## src/rtl/generic_if_fifo_pkg.sv

```systemverilog
// Shared constants and types for generic_if_fifo.
// Width constants specialise WIDTH for each variant of the generic data interface.
package generic_if_fifo_pkg;

  localparam int unsigned IfWidthBit    = 1;
  localparam int unsigned IfWidthNibble = 4;
  localparam int unsigned IfWidthByte   = 8;
  localparam int unsigned IfWidthWord   = 32;

  // Encoded as {write, read} so it can be cast directly from the two enables.
  typedef enum logic [1:0] {
    OpNone = 2'b00,
    OpPop  = 2'b01,
    OpPush = 2'b10,
    OpBoth = 2'b11
  } fifo_op_e;

endpackage

```

## src/rtl/generic_if_fifo_ptr.sv

```systemverilog
// Wrapping pointer register with increment enable and synchronous clear.
// Wraps modulo 2**Width; the owner sizes Width so that this equals the FIFO depth.
module generic_if_fifo_ptr #(
  parameter int unsigned Width = 2
) (
  input  logic             i_clk,
  input  logic             i_rst,
  input  logic             i_clear,
  input  logic             i_inc,
  output logic [Width-1:0] o_ptr
);

  logic [Width-1:0] ptr_q, ptr_d;

  always_comb begin
    ptr_d = ptr_q;
    if (i_clear) begin
      ptr_d = '0;
    end else if (i_inc) begin
      ptr_d = ptr_q + Width'(1);
    end
  end

  always_ff @(posedge i_clk or posedge i_rst) begin
    if (i_rst) begin
      ptr_q <= '0;
    end else begin
      ptr_q <= ptr_d;
    end
  end

  assign o_ptr = ptr_q;

endmodule

```

## src/rtl/generic_if_fifo.sv

```systemverilog
// Synchronous ready/valid FIFO with first-word fall-through on the pop side.
// Define GENERIC_IF_FIFO_BYPASS_EN for a 0-cycle empty-FIFO bypass path.
module generic_if_fifo
  import generic_if_fifo_pkg::*;
#(
  parameter int unsigned WIDTH        = IfWidthBit,
  parameter int unsigned DEPTH        = 4,
  parameter int unsigned AFULL_THRESH = DEPTH - 1
) (
  input  logic                       i_clk,
  input  logic                       i_rst,
  input  logic                       i_clear,
  input  logic                       i_push_valid,
  output logic                       o_push_ready,
  input  logic [WIDTH-1:0]           i_push_data,
  output logic                       o_pop_valid,
  input  logic                       i_pop_ready,
  output logic [WIDTH-1:0]           o_pop_data,
  output logic [$clog2(DEPTH+1)-1:0] o_count,
  output logic                       o_almost_full
);

  localparam int unsigned PTR_W = $clog2(DEPTH);
  localparam int unsigned CNT_W = $clog2(DEPTH + 1);
  localparam logic [CNT_W-1:0] FullCnt  = CNT_W'(DEPTH);
  localparam logic [CNT_W-1:0] AfullCnt = CNT_W'(AFULL_THRESH);

  logic [WIDTH-1:0] mem_q [DEPTH];
  logic [PTR_W-1:0] wr_ptr, rd_ptr;
  logic [CNT_W-1:0] count_q, count_d;
  logic             empty, bypass_avail, wr_en, rd_en;
  fifo_op_e         op;

  assign empty = (count_q == '0);

`ifdef GENERIC_IF_FIFO_BYPASS_EN
  assign bypass_avail = empty & i_push_valid & ~i_clear;
`else
  assign bypass_avail = 1'b0;
`endif

  // Ready depends only on registered count: a full FIFO refuses even with a concurrent pop.
  assign o_push_ready  = (count_q != FullCnt);
  assign o_pop_valid   = ~empty | bypass_avail;
  assign o_pop_data    = bypass_avail ? i_push_data : mem_q[rd_ptr];
  assign o_count       = count_q;
  assign o_almost_full = (count_q >= AfullCnt);

  // A word consumed through the bypass is never written.
  assign wr_en = i_push_valid & o_push_ready & ~i_clear & ~(bypass_avail & i_pop_ready);
  assign rd_en = ~empty & i_pop_ready & ~i_clear;
  assign op    = fifo_op_e'({wr_en, rd_en});

  always_comb begin
    count_d = count_q;
    if (i_clear) begin
      count_d = '0;
    end else begin
      unique case (op)
        OpPush:  count_d = count_q + CNT_W'(1);
        OpPop:   count_d = count_q - CNT_W'(1);
        OpBoth:  count_d = count_q;
        OpNone:  count_d = count_q;
        default: count_d = count_q;
      endcase
    end
  end

  always_ff @(posedge i_clk or posedge i_rst) begin
    if (i_rst) begin
      count_q <= '0;
    end else begin
      count_q <= count_d;
    end
  end

  always_ff @(posedge i_clk or posedge i_rst) begin
    if (i_rst) begin
      for (int i = 0; i < DEPTH; i++) begin
        mem_q[i] <= '0;
      end
    end else if (wr_en) begin
      mem_q[wr_ptr] <= i_push_data;
    end
  end

  generic_if_fifo_ptr #(
    .Width(PTR_W)
  ) u_wr_ptr (
    .i_clk  (i_clk),
    .i_rst  (i_rst),
    .i_clear(i_clear),
    .i_inc  (wr_en),
    .o_ptr  (wr_ptr)
  );

  generic_if_fifo_ptr #(
    .Width(PTR_W)
  ) u_rd_ptr (
    .i_clk  (i_clk),
    .i_rst  (i_rst),
    .i_clear(i_clear),
    .i_inc  (rd_en),
    .o_ptr  (rd_ptr)
  );

endmodule

```

## config.mk

```make
export PLATFORM = sky130hd
export DESIGN_NAME = generic_if_fifo
export DESIGN_NICKNAME = d
export VERILOG_FILES = /design/src/rtl/generic_if_fifo_pkg.sv /design/src/rtl/generic_if_fifo_ptr.sv /design/src/rtl/generic_if_fifo.sv
export SDC_FILE = /design/constraint.sdc
export NUM_CORES = 1
export LEC_CHECK = 0
export CAP_MARGIN = 20
export CORE_MARGIN = 1.5
export CORE_UTILIZATION = 48
export CTS_CLUSTER_SIZE = 10
export DETAILED_ROUTE_END_ITERATION = 8
export GPL_ROUTABILITY_DRIVEN = 0
export HOLD_SLACK_MARGIN = 0.08
export PLACE_DENSITY = 0.76
export SETUP_SLACK_MARGIN = 0.3
export SLEW_MARGIN = 40
export SYNTH_ARGS = -nofsm -noshare
export SYNTH_HDL_FRONTEND = slang
export SYNTH_HIERARCHICAL = 1
export SYNTH_SLANG_ARGS = --single-unit
export TNS_END_PERCENT = 100
```

## constraint.sdc

```tcl
create_clock -name i_clk -period 3.5 [get_ports i_clk]
set_input_delay 1.05 -clock i_clk [delete_from_list [all_inputs] [get_ports i_clk]]
set_output_delay 1.05 -clock i_clk [all_outputs]
set_load 0.01 [all_outputs]
```

== Yosys cells after proc, flatten, opt, wreduce, memory -nomap -nowiden ==
Index checks and enable logic that the tools add are counted.
Word-level totals
  register bits after elaboration: 11
  output and inout bits: 7
  logic and storage cells: 46
Cells by class
  order comparisons: 4
  multiplexer cells: 12
  add/subtract/negate cells: 4
  equality and inequality tests: 5
  reductions and logical operators: 6
  bitwise operators: 8
Operator list (count)
  two-way mux 2 bit: 4
  >= comparator 3 bit, second input constant: 2
  NOT 2 -> 3 bit: 2
  one-hot mux 3 bit (2 select lines): 1
  adder 2 x 1 -> 2 bit, second input constant: 2
  AND 1 bit: 4
  bitwise mux 4 bit: 1
  == test 2 bit, second input constant: 2
  nonzero test 2 bit: 2
  adder 3 x 1 -> 3 bit, second input constant: 1
  >= comparator 3 x 2 -> 1 bit, second input constant: 1
  logical NOT 3 bit: 1
  less-than comparator 3 x 1 -> 1 bit, second input constant: 1
  two-way mux 1 bit: 3
  two-way mux 3 bit: 1
  inequality test 3 bit, second input constant: 1
  subtractor 3 x 1 -> 3 bit, second input constant: 1
  binary-select mux 1 bit (select 2 bit): 1
  demux 1 bit (select 2 bit): 1
  == test 2 x 1 -> 1 bit, second input constant: 1
  logical NOT 2 bit: 1
  inequality test 2 x 1 -> 1 bit, second input constant: 1
  NOT 1 bit: 2
  OR reduction 2 bit: 1
  logical AND 1 bit: 1

== Depth between registers and ports, before layout ==
  depth in word-level cells: 7
  depth in mapped cells: 8
  depth with buffers taken out: 8

== Hierarchy ==
Netlist, hierarchy kept.
By module, submodules not included
  generic_if_fifo: cells each 36, area each 441.7 µm², seq. area each 175.2 µm², times used 1
  generic_if_fifo_ptr: cells each 8, area each 92.6 µm², seq. area each 50.0 µm², times used 2

== Least setup slack after synthesis ==
Ideal clock, no wire load.
  path kind: in2reg
  from: in i_push_valid
  to: reg count_q[2], in the netlist o_count[2]
  library setup time: 0.077 ns
  stages: 7
  setup slack: 0.852 ns
  arrival: 2.571 ns
  cells stage by stage: nor2b_1 -> nand2_1 -> ha_1 -> fa_1 -> xnor2_1 -> or3_2 -> a21oi_1
On the way
  cells in the longest elaborated chain, start to end: 5
  elaborated cells between the ends (all ways): 10
  classes of those cells: eq/ne (4); mux (2); bitwise (2); reduce/logical (2)
Ends and longest elaborated chain
  from (decl): line generic_if_fifo.sv:13  | input logic i_push_valid,
  AND 1 bit (*) (2 in series): line generic_if_fifo.sv:50  | assign wr_en = i_push_valid & o_push_ready & ~i_clear & ~(bypass_avail & i_pop_ready);
  == test 2 x 1 -> 1 bit, or another cell as far along: line generic_if_fifo.sv:59  | unique case (op)
  one-hot mux 3 bit (2 select lines) or OR reduction 2 bit (tied branches)
  two-way mux 3 bit or inequality test 2 x 1 -> 1 bit (tied branches)
  to (signal assigned): line generic_if_fifo.sv:73  | count_q <= count_d;
  to (decl): line generic_if_fifo.sv:30  | logic [CNT_W-1:0] count_q, count_d;
Mark *: on every way between the ends. The rest lies on a longest branch, timed or not.
A chain may end at the register's enable or synchronous reset.

== Worst setup path in the final report ==
Ends and elaborated chain as after synthesis.

==> results.toml <==
[detailed_routing]
num_vias = 455
drt_iter0_drc = 7
ant_nets = 0
via_per_inst = 5.48
drt_wl_total_um = 1140
dr.pass1.iters = 2
wl_per_cell_um = 13.7
drc = 0

[setup_path]
cpPeakStageDelay_ns = 0.48
worstPathCellList = "clkdlybuf4s50_1, nor2b_1, nand2_1, ha_1, fa_1, xnor2_1, or3_2, a21oi_1"
crit_type = "in -> reg"
cp.buffers_inverters = 1
worstSetupStartpointType = "input port"
cp_max_fo = 3
critPathSlowestCell = "clkdlybuf4s50_1"
required_ns = 3.69
endpoint_kind = "flip-flop"
crit_family = "simple AND/OR/NAND/NOR gates"
cp.arrival_ns = 3.20

[pwr]
p_int_uw = 241
p_seq_share_pct = 48.1
clkPwrFrac_pct = 25.2
power.density_mw_per_mm2 = 419
switching_share_pct = 27.8
p_switching_uw = 93.1
vdd_drop_max_mv = 0.236
p_comb_share_pct = 26.7
p_leak_nw = 0.355

[timing]
tightest_slew_ns = 0.295
worst_slack_ns = 0.489
relSlewSlack_pct = 80.3
fin_skew_ns = 0.00758
period_minus_slack_ns = 3.01
holdWs_ns = 0.492
post-route-period-util_pct = 86.0
setup_viol = 0
max_freq_mhz = 332
rsz0062_at_grt = "no"
setup_tns_ns = 0
drv_slew = 0
hold_viol_final = 0

[yosys]
synthArstFlopShare_pct = 100
netlist.area_leader.share_pct = 43.9
synth_seq_cells = 11
ys_seq_area_share_pct = 43.9
synth_most_common_cell = "dfrtp_1"
ys.flop_type = "dfrtp_1"
ys_top_cells_by_area = "dfrtp_1, mux2_1, xnor2_1"
synth_edf_count = 0
synthTopCellsByCount = "dfrtp_1, inv_1, nor2_1"
yosys_warnings = 6
yosysUniqueCellTypes = 28
syn-num-nets = 60
netlist_instances = 52
avgSynthCellArea_sq_um = 12.1
syn-cell-area_sq_um = 627
yosys.area.top_type = "dfrtp_1"

[cells_and_area]
antenna_cells = 0
nets = 78
drive_above_1_share_pct = 21.7
area.growth.synth_to_final_pct = 27.3
post-route-util_pct = 69.0
instances_no_fill = 83

[global_routing]
grt_util_all_layers_pct = 19.6
grt_max_degree = 9
overflow = 0
antenna_found_initial = 0
grt_pass1_wl_um = 1990
grt_pass1_vias = 445

[floorplan]
die_h_um = 39.1
start_util_pct = 54.2
pin_count = 13
core-area_sq_mm = 0.00116
dieWidth_um = 39.1
dieArea_sq_mm = 0.00153
rows = 12

[placement]
dp_slack_ns = 0.216
portBuffers = 12
dp.cells = 79
dp_hpwl_um = 903

[job]
maxCapViolations = 0

[clock_tree]
cts_resized = 0
cts_hold_buf = 0
path_clk_slew_ns = 0.07
numCtsBuffers = 3
root_buffer = "clkbuf_4"
cts_num_sinks = 11
clk_path_buf_depth = 2
cts_setup_buffers = 0
htreeDepth = 1
clock_latency_ns = 0.26
cts_tree = "built"

[hold_path]
min_path_type = "reg -> reg"

[outcome]
status = "finished, final reports clean"
-- cell type report --
class                           count  area (sq um)
Fill cell                         100           358
Multi-Input combinational cell     36           333
Sequential cell                    11           275
Timing Repair Buffer               13           128
Clock buffer                        4          26.3
Inverter                            5          18.8
Tap cell                           14          17.5
-- sequential cells by signal, summed over array words and instances, names as in the netlist --
signal          count
mem_q               4
o_count             3
u_rd_ptr/o_ptr      2
u_wr_ptr/o_ptr      2
-- metrics by stage --
| step | power (mW) | cell area, sq um |
|---|---|---|
| 3_5_place_dp | 0.253 | 772 |
| 4_1_cts | 0.338 | 798 |
| 3_3_place_gp | 0.250 | 772 |
| 6_report | 0.334 | 798 |
| 2_1_floorplan | 0.211 | 627 |
| 5_1_grt | 0.357 | 798 |
-- metal layers --
| layer | vias up | global-route usage, % | part of all wire [%] |
|---|---|---|---|
| li1 | 216 | - | - |
| met4 | 0 | 5.17 | 0 |
| met3 | 0 | 5.20 | 2.9 |
| met1 | 230 | 27.2 | 50 |
| met5 | - | 0 | 0 |
| met2 | 9 | 30.0 | 47 |
-- placed cells by master, fill, tap and decap left out, drive strengths merged, types with 2 or more instances in the layout --
cell	synthesis	layout
dfrtp	11	11
nand3b	2	2
mux2	4	4
inv	5	5
or3	2	2
a21bo	2	2
clkdlybuf4s50	0	12
nor2	4	4
xnor2	3	3
a21oi	3	3
clkbuf	0	4
-- worst reg2reg max path, stage by stage, from the launching register on --
cell     delay, ns
dfrtp_1       0.48
or3_2         0.49
and3b_1       0.24
ha_1          0.25
fa_1          0.39
xnor2_1       0.14
or3_2         0.40
a21oi_1       0.14
-- worst paths after layout --
check,depth (start not counted),endpoint,slack (ns),from
setup / recovery,8,o_count[2]$_DFFE_PP0P_,0.49,i_push_valid
hold / removal,1,mem_q[2]$_DFFE_PP0P_,0.49,mem_q[2]$_DFFE_PP0P_
setup reg to reg,7,o_count[2]$_DFFE_PP0P_,0.90,o_count[0]$_DFFE_PP0P_
hold reg to reg,1,mem_q[2]$_DFFE_PP0P_,0.49,mem_q[2]$_DFFE_PP0P_
max in group asynchronous,2,mem_q[0]$_DFFE_PP0P_,2.14,i_rst
min in group asynchronous,2,u_wr_ptr/o_ptr[0]$_DFFE_PP0P_,1.03,i_rst
-- cell families (layout without fill, tap and decap cells) --
logic type | after synthesis | after routing | synth area share (%)
XOR/XNOR | 4 | 4 | 5.59
flip-flops | 11 | 11 | 43.9
multiplexers | 6 | 6 | 12.4
buffers and inverters | 5 | 22 | 2.99
AO/OA/AOI/OAI | 7 | 7 | 8.98
adder cells (fa/ha/maj) | 2 | 2 | 5.19
AND/OR/NAND/NOR | 17 | 17 | 21.0
-- power by group through the flow --
| stage | Clock [mW] | Combinational, mW | Sequential [mW] |
|---|---|---|---|
| finish | 0.0842 | 0.0894 | 0.161 |
| global route | 0.0950 | 0.0986 | 0.164 |
| CTS | 0.0868 | 0.0903 | 0.161 |
| detailed placement | 0 | 0.0893 | 0.164 |
| global placement | 0 | 0.0876 | 0.163 |
| floorplan | 0 | 0.0497 | 0.162 |
(Power assumes the default switching activity.)
